**src/rtl/pipe_ctrl.sv**
```systemverilog
// Stall/flush sequencer for the 5-stage pipeline, including FENCE drain FSM.
// Optional stall watchdog enabled by defining PIPE_STALL_WDT_EN.
module pipe_ctrl #(
    parameter int ADDR_W       = 32,
    parameter int DRAIN_CYCLES = 3,
    parameter int WDT_LIMIT    = 1023
) (
    input  logic              clk,
    input  logic              rst,
    input  logic              stallreq_if,
    input  logic              stallreq_id,
    input  logic              stallreq_ex,
    input  logic              stallreq_mem,
    input  logic              branch_flag,
    input  logic [ADDR_W-1:0] branch_target,
    input  logic              fence_req,
    output logic [4:0]        stall,
    output logic [4:0]        flush,
    output logic              pc_redirect,
    output logic [ADDR_W-1:0] redirect_pc,
    output logic              fence_done,
    output logic              stall_timeout
);

    localparam int CNT_W = (DRAIN_CYCLES > 1) ? $clog2(DRAIN_CYCLES) : 1;

    typedef enum logic [1:0] {RUN, DRAIN, DONE} state_t;

    state_t             state;
    logic [CNT_W-1:0]   drain_cnt;
    logic               fence_block;
    logic               busy;
    logic               branch_ok;

    assign busy      = stallreq_ex | stallreq_mem;
    assign branch_ok = branch_flag & ~busy & ~rst;

    always_comb begin
        stall       = 5'b00000;
        flush       = 5'b00000;
        pc_redirect = 1'b0;
        redirect_pc = '0;
        if (rst) begin
            flush = 5'b11111;
        end else if (branch_ok) begin
            flush       = 5'b00110;
            pc_redirect = 1'b1;
            redirect_pc = branch_target;
        end else if (stallreq_mem) begin
            stall = 5'b01111;
        end else if (stallreq_ex) begin
            stall = 5'b00111;
        end else if (stallreq_id || state == DRAIN) begin
            stall = 5'b00011;
        end else if (stallreq_if) begin
            stall = 5'b00001;
        end
    end

    // fence_block masks the fence that just completed while it leaves ID
    always_ff @(posedge clk) begin
        if (rst) begin
            state       <= RUN;
            drain_cnt   <= '0;
            fence_done  <= 1'b0;
            fence_block <= 1'b0;
        end else begin
            unique case (state)
                RUN: begin
                    fence_done  <= 1'b0;
                    fence_block <= 1'b0;
                    if (fence_req && !fence_block && !branch_ok && !busy) begin
                        state     <= DRAIN;
                        drain_cnt <= '0;
                    end
                end
                DRAIN: begin
                    if (branch_ok) begin
                        state <= RUN;
                    end else if (!busy) begin
                        if (drain_cnt == CNT_W'(DRAIN_CYCLES - 1)) begin
                            state      <= DONE;
                            fence_done <= 1'b1;
                        end else begin
                            drain_cnt <= drain_cnt + 1'b1;
                        end
                    end
                end
                DONE: begin
                    state       <= RUN;
                    fence_done  <= 1'b0;
                    fence_block <= 1'b1;
                end
                default: begin
                    state <= RUN;
                end
            endcase
        end
    end

`ifdef PIPE_STALL_WDT_EN
    localparam int WDT_W = ($clog2(WDT_LIMIT + 1) > 10) ?
                           $clog2(WDT_LIMIT + 1) : 10;

    logic [WDT_W-1:0] wdt_cnt;
    logic             wdt_flag;

    always_ff @(posedge clk) begin
        if (rst) begin
            wdt_cnt  <= '0;
            wdt_flag <= 1'b0;
        end else if (stall[0]) begin
            if (wdt_cnt != WDT_W'(WDT_LIMIT))
                wdt_cnt <= wdt_cnt + 1'b1;
            if (wdt_cnt == WDT_W'(WDT_LIMIT - 1))
                wdt_flag <= 1'b1;
        end else begin
            wdt_cnt <= '0;
        end
    end

    assign stall_timeout = wdt_flag;
`else
    localparam int wdt_limit_unused = WDT_LIMIT;
    assign stall_timeout = 1'b0;
`endif

endmodule

```
**config.mk**
```make
export PLATFORM = sky130hd
export DESIGN_NAME = pipe_ctrl
export DESIGN_NICKNAME = d
export VERILOG_FILES = /design/src/rtl/pipe_ctrl.sv
export SDC_FILE = /design/constraint.sdc
export NUM_CORES = 1
export LEC_CHECK = 0
export ABC_CLOCK_PERIOD_IN_PS = 1400
export CAP_MARGIN = 20
export CORE_AREA = 2 2 40 42
export CTS_CLUSTER_SIZE = 40
export DETAILED_ROUTE_END_ITERATION = 6
export DIE_AREA = 0 0 42 44
export DONT_BUFFER_PORTS = 1
export SYNTH_ARGS = -nofsm -noshare
export SYNTH_HDL_FRONTEND = slang
export SYNTH_SLANG_ARGS = --single-unit
```
**constraint.sdc**
```tcl
create_clock -name clk -period 1.4 [get_ports clk]
set_input_delay 0.21 -clock clk [delete_from_list [all_inputs] [get_ports clk]]
set_output_delay 0.21 -clock clk [all_outputs]
set_load 0.05 [all_outputs]
```
==> summary.txt, run 1 <==
CTS
  • CTS root buf: clkbuf_4
  • CTS sink count: 6
  • Num CTS Buffers: 3
  • Deepest clock path buffer count: 2
  • Post-CTS Setup Bufs: 0
  • H-tree levels: 1
  • Hold buffer count at cts: 0

Floorplanning
  • Die H: around 44 microns
  • Initial core utilization: between 40% and 50%
  • Chip Width: approximately 42 microns
  • Ports: between 80 and 90
  • # rows: 14

Logic synthesis
  • FF+latch count, synth: 6
  • Yosys cell types: 29
  • Count of yosys warnings during synthesis: 0
  • Mapped Area: 673 sq um
  • Async SR Flop Fraction: 0%
  • Syn Inst Count: 84
  • Syn avg cell area: between 8 and 9 sq um
  • Post-synthesis sequential area ratio: 17.8%
  • Top_reg_cell synth: dfxtp_1
  • EDFF count, synth: 0

Placement
  • Gpl congestion: between 0.7 and 0.8
  • Hpwl dp: between 2000 and 2500 microns
  • PortBufs: 0

Run status
  • Halt Stage: 5_1_grt
  • First Err: [ERROR GRT-0232] Routing congestion too high. Check the congestion heatmap in the GUI.
  • Status: aborted with a tool error

Global routing
  • GRT Total Usage: between 50% and 60%
  • Antenna violations before repair: 1
  • Largest net degree at the start of global routing: 19
  • Congestion Overflow GR: 5

STA
  • WEP type: primary output
  • Last worst endpoint in the global-route repair_timing: stall[1]
## cells in the mapped netlist, types with 2 or more instances
cell type | instances | area, sq um
and2_1 | 20 | 125
and2_2 | 12 | 90.1
nor2_1 | 8 | 30.0
buf_4 | 6 | 45.0
dfxtp_1 | 6 | 120
a21oi_1 | 4 | 20.0
buf_6 | 3 | 33.8
nand2b_1 | 2 | 12.5
nand4b_1 | 2 | 17.5
nor2b_1 | 2 | 12.5
## cells by family after synthesis
group	Yosys count	share of synthesized area (%)
AOI/OAI and AO/OA	10	9.67
adders and majority gates	1	1.86
buffers and inverters	11	12.8
DFF	6	17.8
muxes	1	1.49
other	1	0.557
and+or+nand+nor	54	55.8
## through the flow
stage                     setup WS, ps  std cells  utilization (%)  cell area, sq um  hold WS, ps
after CTS                         4.87        133             94.9              1350         28.1
after detailed placement          70.7        130             92.0              1310          285
after floorplan                  0.232         85                -               699          358
after global placement             160        130             92.0              1310          286
## per-layer routing
| layer | GRT overflow | GRT usage [%] |
|---|---|---|
| met4 | 1 | 69.0 |
| met2 | 4 | 84.7 |
| met3 | 0 | 23.8 |
| met5 | 0 | 2.86 |
| met1 | 0 | 47.9 |
## what timing repair did
item	CTS
gates resized for setup	8
setup endpoints to repair	3
pin swaps	1
cloned	0
==> run 2: changes to the inputs <==
CORE_AREA = 2 2 63 65   (was 2 2 40 42)
CTS_CLUSTER_SIZE = default   (was 40)
DIE_AREA = 0 0 65 67   (was 0 0 42 44)
PLACE_DENSITY_LB_ADDON = 0.15   (was default)
==> run 2 against run 1 <==
- the flow now finishes without violations
- synthesized cell count is the same
- area after synthesis is the same
==> summary.txt, run 2 <==
Global routing
  • GRT Total Usage: a little over a tenth
  • Congestion Overflow GR: 0
  • Largest net degree at the start of global routing: 34
  • First-pass GRT wire length: about 3600 microns
  • Number of global-route vias before repair: ~700
  • Antenna violations before repair: 0

Worst setup path
  • Critical Path AT: approximately 1100 ps
  • Worst R2R Path Depth: 5
  • Worst reg2reg startpoint: drain_cnt[0]$_SDFFE_PP0P_
  • CP endpoint kind: output pin
  • Worst-path fanout max: 3
  • Worst Path Buf+Inv: 1
  • FF-to-FF End: drain_cnt[1]$_SDFFE_PP0P_
  • Worst setup SP type: flop
  • Worst path cell trace: nor2b_4, o21bai_2, a21oi_4, buf_12
  • Slowest stage delay, CP: around 330 ps
  • Crit path max-delay family: flip-flops
  • Worst endpoint required time: about 1200 ps
  • Setup CP Type: reg -> out
  • R2R Setup Slk: 200 ps
  • Crit-path slowest cell: dfxtp_2

Worst hold path
  • Hold Crit Class: in -> reg
  • Hold Path Depth: 1
  • HP Start: rst
  • Worst hold endpoint: state[0]$_SDFFE_PP0P_

Logic synthesis
  • Top_reg_cell synth: dfxtp_1
  • Syn Inst Count: 84
  • Mapped Area: a little under 700 sq um
  • Area leader, netlist: and2_1
  • Ranking of synthesized cells by area: and2_1 19%, dfxtp_1 18%, and2_2 13%
  • Yosys cell types: 29
  • Most common cell in the netlist: and2_1
  • Post-synthesis sequential area ratio: between 10% and 20%
  • EDFF count, synth: 0
  • Share of the synthesized area in the top cell type: 18.6%
  • Count of yosys warnings during synthesis: 0
  • Async SR Flop Fraction: 0%
  • FF+latch count, synth: 6
  • Syn avg cell area: ~8 sq um
  • Synth top cells by count: 20 x and2_1, 12 x and2_2, 8 x nor2_1

Layout
  • Area grow syn2layout: 86.8%
  • N_diodes: 0
  • Share of layout cells above drive strength 1: 50.9%
  • Top Registers: drain_cnt (2), state (2)
  • Nets@finish: roughly 150
  • Design Area, Final: around 1300 sq um
  • Most frequent cells in the layout: 24 x buf_12, 20 x and2_1, 12 x and2_2, 8 x nor2_1, 6 x buf_4
  • # fillers: approximately 380
  • Commonest non-fill, non-tap cell in the layout: buf_12

Detailed routing
  • Vias per cell: ~4.4
  • WL per Instance: ~15 microns
  • 1st-iter DRT viols: 25
  • DRT antenna net count: 0
  • Routed WL: about 2400 microns
  • Drt pass-1 iters: 4
  • Drt drc: 0
  • Vias: 681

Floorplanning
  • Die H: around 67 microns
  • Ports: 85
  • Chip Width: about 65 microns
  • # rows: 22
  • Die area: around 4400 sq um
  • Initial core utilization: a little under a fifth
  • Core area: 3610 sq um

Placement
  • Hpwl dp: about 2000 microns
  • Placed Area: about 1200 sq um
  • PortBufs: 0
  • Gpl congestion: ~0.78

CTS
  • Post-CTS Setup Bufs: 0
  • CTS tree: done
  • CTS sink count: 6
  • CTS root buf: clkbuf_8
  • Deepest clock path buffer count: 2
  • Worst-Skew Late Latency: between 200 and 250 ps
  • H-tree levels: 1
  • Register clock-pin slew on the reported worst setup and hold paths: approximately 40 ps
  • Num CTS Buffers: 3

Run
  • Max Cap Violations: 0

STA
  • Crit path time final: ~1300 ps
  • Worst hold margin: between 40 and 50 ps
  • Highest Clock Rate: about 0.76 GHz
  • # setup viols final: 0
  • RSZ-0062 raised after global routing: no
  • Clk_skew: 3.13 ps
  • Hold Violations, Final: 0
  • Crit share post-route: between 90 and 100%
  • Final Max Slew Viols: 0
  • Setup tns final: 0 ps

Power
  • Max VDD drop: a little under 300 uV
  • Leakage: 0.495 nW
  • Pwr dens: 553 nW/um^2

Run status
  • Status: finished, final reports clean
## run 2: cell counts after synthesis
No cell type changed its count.
## run 2: area by class of cell
type | count | area, sq um | share of cell area, %
timing repair buffer | 30 | 526 | 41.8
multi-input combinational | 68 | 504 | 40.1
sequential | 6 | 123 | 9.75
tap | 48 | 60.1 | 4.78
clock buffer | 3 | 41.3 | 3.28
inverter | 1 | 3.75 | 0.299
## run 2: worst max path at each step
stage,slack [ps],startpoint,endpoint,cells after the start
detailed placement,70,rst,redirect_pc[12],4
global route,10,rst,redirect_pc[5],4
global placement,100,rst,redirect_pc[27],4
finish,80,state[0]$_SDFFE_PP0P_,stall[1],4
CTS,10,state[0]$_SDFFE_PP0P_,stall[1],4
floorplan,0.2,rst,redirect_pc[0],3
## run 2: power breakdown
part	total, mW	internal, mW	switching [mW]	leakage, nW
sequential	0.174	0.173	0.000966	0.0494
clock	0.267	0.185	0.0814	0.0216
combinational	0.254	0.0998	0.155	0.424
total	0.695	0.459	0.237	0.495
## run 2: timing repair
action,CTS,global route
hold endpoints to repair,0,0
endpoints found under the setup margin,2,2
gates resized for setup,3,2
pin swaps,0,1
hold buffers,0,0
## run 2: metal layers
metal	vias up	track usage, %	share of wire [%]
met2	57	19.7	48
met1	305	11.6	35
met4	0	1.60	0
li1	319	-	-
met3	0	5.07	17
met5	-	0	0
## run 2: logic make-up (layout without fill, tap and decap cells)
| family | after synthesis | in the layout | synth area share (%) |
|---|---|---|---|
| adders and majority gates | 1 | 1 | 1.86 |
| buffers and inverters | 11 | 34 | 12.8 |
| DFF | 6 | 6 | 17.8 |
| AOI/OAI and AO/OA | 10 | 10 | 9.67 |
| other | 1 | 2 | 0.557 |
| and+or+nand+nor | 54 | 54 | 55.8 |
| muxes | 1 | 1 | 1.49 |
## run 2: through the flow
stage	worst slack [ps]	utilization, %	power [mW]	cells
floorplan	0.232	-	0.376	85
global placement	100	33.3	0.430	153
detailed placement	73.9	33.3	0.431	153
CTS	14.6	34.8	0.700	156
global route	10.5	34.9	0.711	156
finish	77.5	34.9	0.695	156
Note: power is estimated with default switching activity, not from simulation.
==> run 3: changes to the inputs <==
MAX_ROUTING_LAYER = met4   (was default)
==> run 3 against run 2 <==
- combinational power barely moved
- non-clock buffer count did not move
- highest routed layer is now met4
- die area did not move
- clock skew rose by 0.87 ps
==> summary.txt, run 3 (synthesis gave the netlist of run 2 again) <==
Run status
  • Status: finished, final reports clean

Floorplanning
  • Die H: 67 microns
  • Initial core utilization: around a fifth
  • # rows: 22
  • Ports: 85
  • Chip Width: 65 microns
  • Die area: 4360 sq um
  • Core area: about 3600 sq um

STA
  • Setup tns final: 0 ps
  • Post-route setup slack: between 70 and 80 ps
  • Highest Clock Rate: about 0.76 GHz
  • Worst hold margin: 47.9 ps
  • Clk_skew: 4.00 ps
  • Crit path time final: between 1000 and 1500 ps
  • # setup viols final: 0
  • RSZ-0062 raised after global routing: no
  • Hold Violations, Final: 0
  • Final Max Slew Viols: 0
  • Crit share post-route: 94.6%

Layout
  • Nets@finish: around 150
  • Most frequent cells in the layout: 24 x buf_12, 20 x and2_1, 12 x and2_2, 8 x nor2_1, 6 x buf_4
  • Share of layout cells above drive strength 1: about half
  • Area grow syn2layout: 86.8%
  • N_diodes: 0
  • Commonest non-fill, non-tap cell in the layout: buf_12
  • Top Registers: drain_cnt (2), state (2)

CTS
  • Worst-Skew Late Latency: approximately 230 ps
  • Hold buffer count at cts: 0
  • CTS root buf: clkbuf_8
  • Num CTS Buffers: 3
  • H-tree levels: 1
  • CTS sink count: 6
  • CTS tree: done
  • Deepest clock path buffer count: 2
  • Register clock-pin slew on the reported worst setup and hold paths: around 40 ps

Power
  • Leakage: between 0.4 and 0.5 nW
  • Pwr dens: ~550 nW/um^2
  • Max VDD drop: slightly below 300 uV

Detailed routing
  • WL per Instance: between 15 and 20 microns
  • Drt pass-1 iters: 4
  • Drt drc: 0
  • Vias: just under 700
  • Routed WL: between 2000 and 2500 microns
  • DRT antenna net count: 0
  • Vias per cell: around 4.3
  • 1st-iter DRT viols: 26

Worst setup path
  • Critical Path AT: 1110 ps
  • Worst endpoint required time: about 1200 ps
  • Worst setup SP type: flop
  • Worst reg2reg startpoint: drain_cnt[0]$_SDFFE_PP0P_
  • R2R Setup Slk: roughly 200 ps
  • Worst-path fanout max: 3
  • CP endpoint kind: output pin
  • Setup CP Type: reg -> out
  • FF-to-FF End: drain_cnt[1]$_SDFFE_PP0P_
  • Worst R2R Path Depth: 5

Placement
  • Hpwl dp: 2050 microns
  • Gpl congestion: ~0.79
  • Pre-CTS setup slack: 73.9 ps
  • PortBufs: 0

Worst hold path
  • Hold Crit Class: in -> reg
  • HP Start: rst
  • Worst hold endpoint: state[0]$_SDFFE_PP0P_
  • Hold Path Depth: 1

Global routing
  • First-pass GRT wire length: 3620 microns
  • Antenna violations before repair: 0
  • Largest net degree at the start of global routing: 34
  • Number of global-route vias before repair: 696
  • GRT Total Usage: roughly 11%
  • Congestion Overflow GR: 0

Run
  • Max Cap Violations: 0
-- run 3: cell counts in the layout (fill, tap and decap cells not counted) --
No cell type changed its count.
-- run 3: layer usage --
| layer | global-route usage [%] | routed length (microns) | vias up |
|---|---|---|---|
| li1 | - | - | 318 |
| met1 | 11.7 | 840 | 301 |
| met2 | 19.7 | 1130 | 55 |
| met3 | 4.90 | 385 | 2 |
| met4 | 1.60 | 14 | 0 |
| met5 | - | 0 | - |
-- run 3: power breakdown --
part | total (mW) | internal, mW | switching, mW
Combinational | 0.254 | 0.0998 | 0.155
Clock | 0.267 | 0.185 | 0.0815
Sequential | 0.174 | 0.173 | 0.000992
Total | 0.696 | 0.459 | 0.237
-- run 3: how the worst max path moves through the flow --
stage	cells after the start	from	slack, ps	end
after floorplan	3	rst	0.2	redirect_pc[0]
after global placement	4	rst	100	redirect_pc[27]
after detailed placement	4	rst	70	redirect_pc[12]
after CTS	4	state[0]$_SDFFE_PP0P_	10	stall[1]
after global routing	4	rst	10	redirect_pc[5]
final	4	state[0]$_SDFFE_PP0P_	80	stall[1]
-- run 3: layout make-up --
type | count | area, sq um
multi-input cells | 68 | 504
flip-flops and latches | 6 | 123
fillers | 376 | 2350
well taps | 48 | 60.1
repair buffers | 30 | 526
inverters | 1 | 3.75
clock buffers | 3 | 41.3
-- run 3: timing repair --
item                                    4_1_cts  5_1_grt
buffers inserted                              0        0
endpoints found under the setup margin        2        2
gates resized for setup                       3        2
pin swaps                                     0        1
-- run 3: stage by stage --
step                      std cells  utilization [%]  total power, mW  area [sq um]
after floorplan                  85                -            0.376           699
after CTS                       156             34.8            0.700          1250
after global placement          153             33.3            0.430          1200
final                           156             34.9            0.696          1260
after detailed placement        153             33.3            0.431          1200
after global routing            156             34.9            0.711          1260
-- run 3: critical path: stages, from the launching register on --
cell      delay, ps
dfxtp_2         330
nor2b_4         170
o21bai_2         90
a21oi_4         150
buf_12          150
==> run 4: changes to the inputs <==
--- a/config.mk
+++ b/config.mk
@@ -13,5 +13,4 @@
 export DONT_BUFFER_PORTS = 1
 export MAX_ROUTING_LAYER = met4
-export PLACE_DENSITY_LB_ADDON = 0.15
 export SYNTH_ARGS = -nofsm -noshare
 export SYNTH_HDL_FRONTEND = slang
==> constraint.sdc (replaced) <==
create_clock -name clk -period 1.4 [get_ports clk]
set_input_delay 0.14 -clock clk [delete_from_list [all_inputs] [get_ports clk]]
set_output_delay 0.14 -clock clk [all_outputs]
set_load 0.05 [all_outputs]
==> run 4 against run 3 <==
- critical path depth unchanged
- maximum frequency decreased by 2.7%
- final cell count decreased by 1.3%
- register-to-register slack got worse by 70 ps
- final area decreased by 3.4%
- first-iteration DRC count decreased by 23%
- global-route usage decreased by 1.2 points
- critical endpoint unchanged
- largest cell class unchanged
==> summary.txt, run 4 (synthesis gave the netlist of run 2 again) <==
Run status
  • Status: finished, final reports clean

Worst setup path
  • Worst R2R Path Depth: 5
  • CP endpoint kind: output pin
  • Worst endpoint required time: between 1000 and 1500 ps
  • FF-to-FF End: drain_cnt[0]$_SDFFE_PP0P_
  • Crit-path slowest cell: dfxtp_4
  • Worst reg2reg startpoint: drain_cnt[0]$_SDFFE_PP0P_
  • Worst setup SP type: flop
  • Critical Path AT: approximately 1200 ps
  • Setup CP Type: reg -> out
  • Crit path max-delay family: flip-flops
  • Slowest stage delay, CP: 380 ps
  • Worst Path Buf+Inv: 1
  • Worst path cell trace: nor2b_4, o21bai_1, a21oi_2, buf_12
  • Worst-path fanout max: 8
  • R2R Setup Slk: 130 ps

Detailed routing
  • WL per Instance: 14.7 microns
  • Drt pass-1 iters: 5
  • DRT antenna net count: 0
  • Drt drc: 0
  • Vias: 680
  • 1st-iter DRT viols: 20
  • Vias per cell: 4.42
  • Routed WL: about 2300 microns

Global routing
  • Congestion Overflow GR: 0
  • Largest net degree at the start of global routing: 34
  • Met2 Usage GRT: between 10% and 20%
  • Grt met3 use: roughly 2.9%
  • Number of global-route vias before repair: roughly 590
  • GRT Total Usage: under 10%
  • First-pass GRT wire length: 3130 microns
  • Busiest grt layer: met2
  • Routing usage on met1: between 10% and 20%
  • Antenna violations before repair: 0

Power
  • Net Switching: between 0.2 and 0.25 mW
  • Clk pwr share: about two fifths
  • Max VDD drop: roughly 370 uV
  • Seq pwr share: between 20% and 30%
  • Leakage: 0.476 nW
  • Internal power: approximately 0.45 mW
  • Sw Ratio: between 30% and 40%
  • Pwr dens: approximately 560 nW/um^2
  • Comb pwr share: 35.1%

Layout
  • Top Registers: drain_cnt (2), state (2)
  • Most frequent cells in the layout: 23 x buf_12, 20 x and2_1, 12 x and2_2, 8 x nor2_1, 5 x dfxtp_1
  • Nets@finish: between 100 and 150
  • Fin cells: roughly 150
  • N_diodes: 0
  • Commonest non-fill, non-tap cell in the layout: buf_12
  • Area grow syn2layout: 80.5%
  • Share of layout cells above drive strength 1: 47.2%

CTS
  • Post-CTS Setup Bufs: 0
  • H-tree levels: 1
  • CTS sink count: 6
  • Deepest clock path buffer count: 2
  • CTS tree: done
  • Worst-Skew Late Latency: 230 ps
  • Num CTS Buffers: 3
  • Register clock-pin slew on the reported worst setup and hold paths: about 30 ps
  • CTS root buf: clkbuf_8

Worst hold path
  • Worst hold endpoint: state[0]$_SDFFE_PP0P_
  • HP Start: fence_req
  • Hold Crit Class: in -> reg
  • Hold Path Depth: 2

STA
  • # setup viols final: 0
  • RSZ-0062 raised after global routing: no
  • Crit share post-route: 97.2%
  • Hold Violations, Final: 0
  • Clk_skew: 5.57 ps
  • Crit path time final: about 1400 ps
  • Setup tns final: 0 ps
  • Final Max Slew Viols: 0
  • Highest Clock Rate: between 0.7 and 0.8 GHz

Floorplanning
  • Chip Width: 65 microns
  • Core area: 3610 sq um
  • Initial core utilization: 18.7%
  • Die area: between 4000 and 5000 sq um
  • # rows: 22
  • Die H: roughly 67 microns
  • Ports: 85

Placement
  • Gpl congestion: between 0.6 and 0.7
  • Hpwl dp: between 1500 and 2000 microns
  • Placed Cells: 150
  • PortBufs: 0

Run
  • Max Cap Violations: 0
-- run 4: timing repair --
action,CTS,global route
hold endpoints to repair,3,0
setup endpoints to repair,2,1
resized for setup,3,1
hold buffers,1,0
-- run 4: power groups by stage --
stage / Combinational, mW / Sequential (mW) / Clock (mW)
6_report: 0.239 / 0.174 / 0.266
5_1_grt: 0.247 / 0.175 / 0.274
4_1_cts: 0.241 / 0.176 / 0.265
2_1_floorplan: 0.193 / 0.177 / 0
3_3_place_gp: 0.233 / 0.178 / 0
3_5_place_dp: 0.236 / 0.178 / 0
-- run 4: final cells by class --
class | instances | area (sq um)
clock buffers | 3 | 41.3
fillers | 360 | 2390
flip-flops and latches | 6 | 124
multi-input cells | 68 | 485
repair buffers | 28 | 500
well taps | 48 | 60.1
inverters | 1 | 3.75
-- run 4: metal layers --
layer,vias up,wire length (microns)
met5,-,0
met4,0,40
met3,5,249
met2,55,1170
met1,303,796
li1,317,-
-- run 4: per-stage QoR --
step	worst slack (ps)	instance area [sq um]	util (%)	hold WS [ps]	power, mW
2_1_floorplan	38.8	684	-	288	0.370
4_1_cts	11.5	1210	33.6	87.9	0.681
5_1_grt	1.05	1210	33.7	82.3	0.695
6_report	38.6	1210	33.7	81.7	0.679
3_5_place_dp	50.0	1150	32.0	221	0.414
3_3_place_gp	148	1150	32.0	222	0.410
-- run 4: worst max path at each step --
stage	from	end	depth (start not counted)
after detailed placement	state[0]$_SDFFE_PP0P_	stall[1]	4
after floorplan	state[0]$_SDFFE_PP0P_	stall[1]	3
after global placement	state[0]$_SDFFE_PP0P_	stall[1]	4
after global routing	state[0]$_SDFFE_PP0P_	stall[1]	4
after CTS	state[0]$_SDFFE_PP0P_	stall[1]	4
final	state[0]$_SDFFE_PP0P_	stall[1]	4
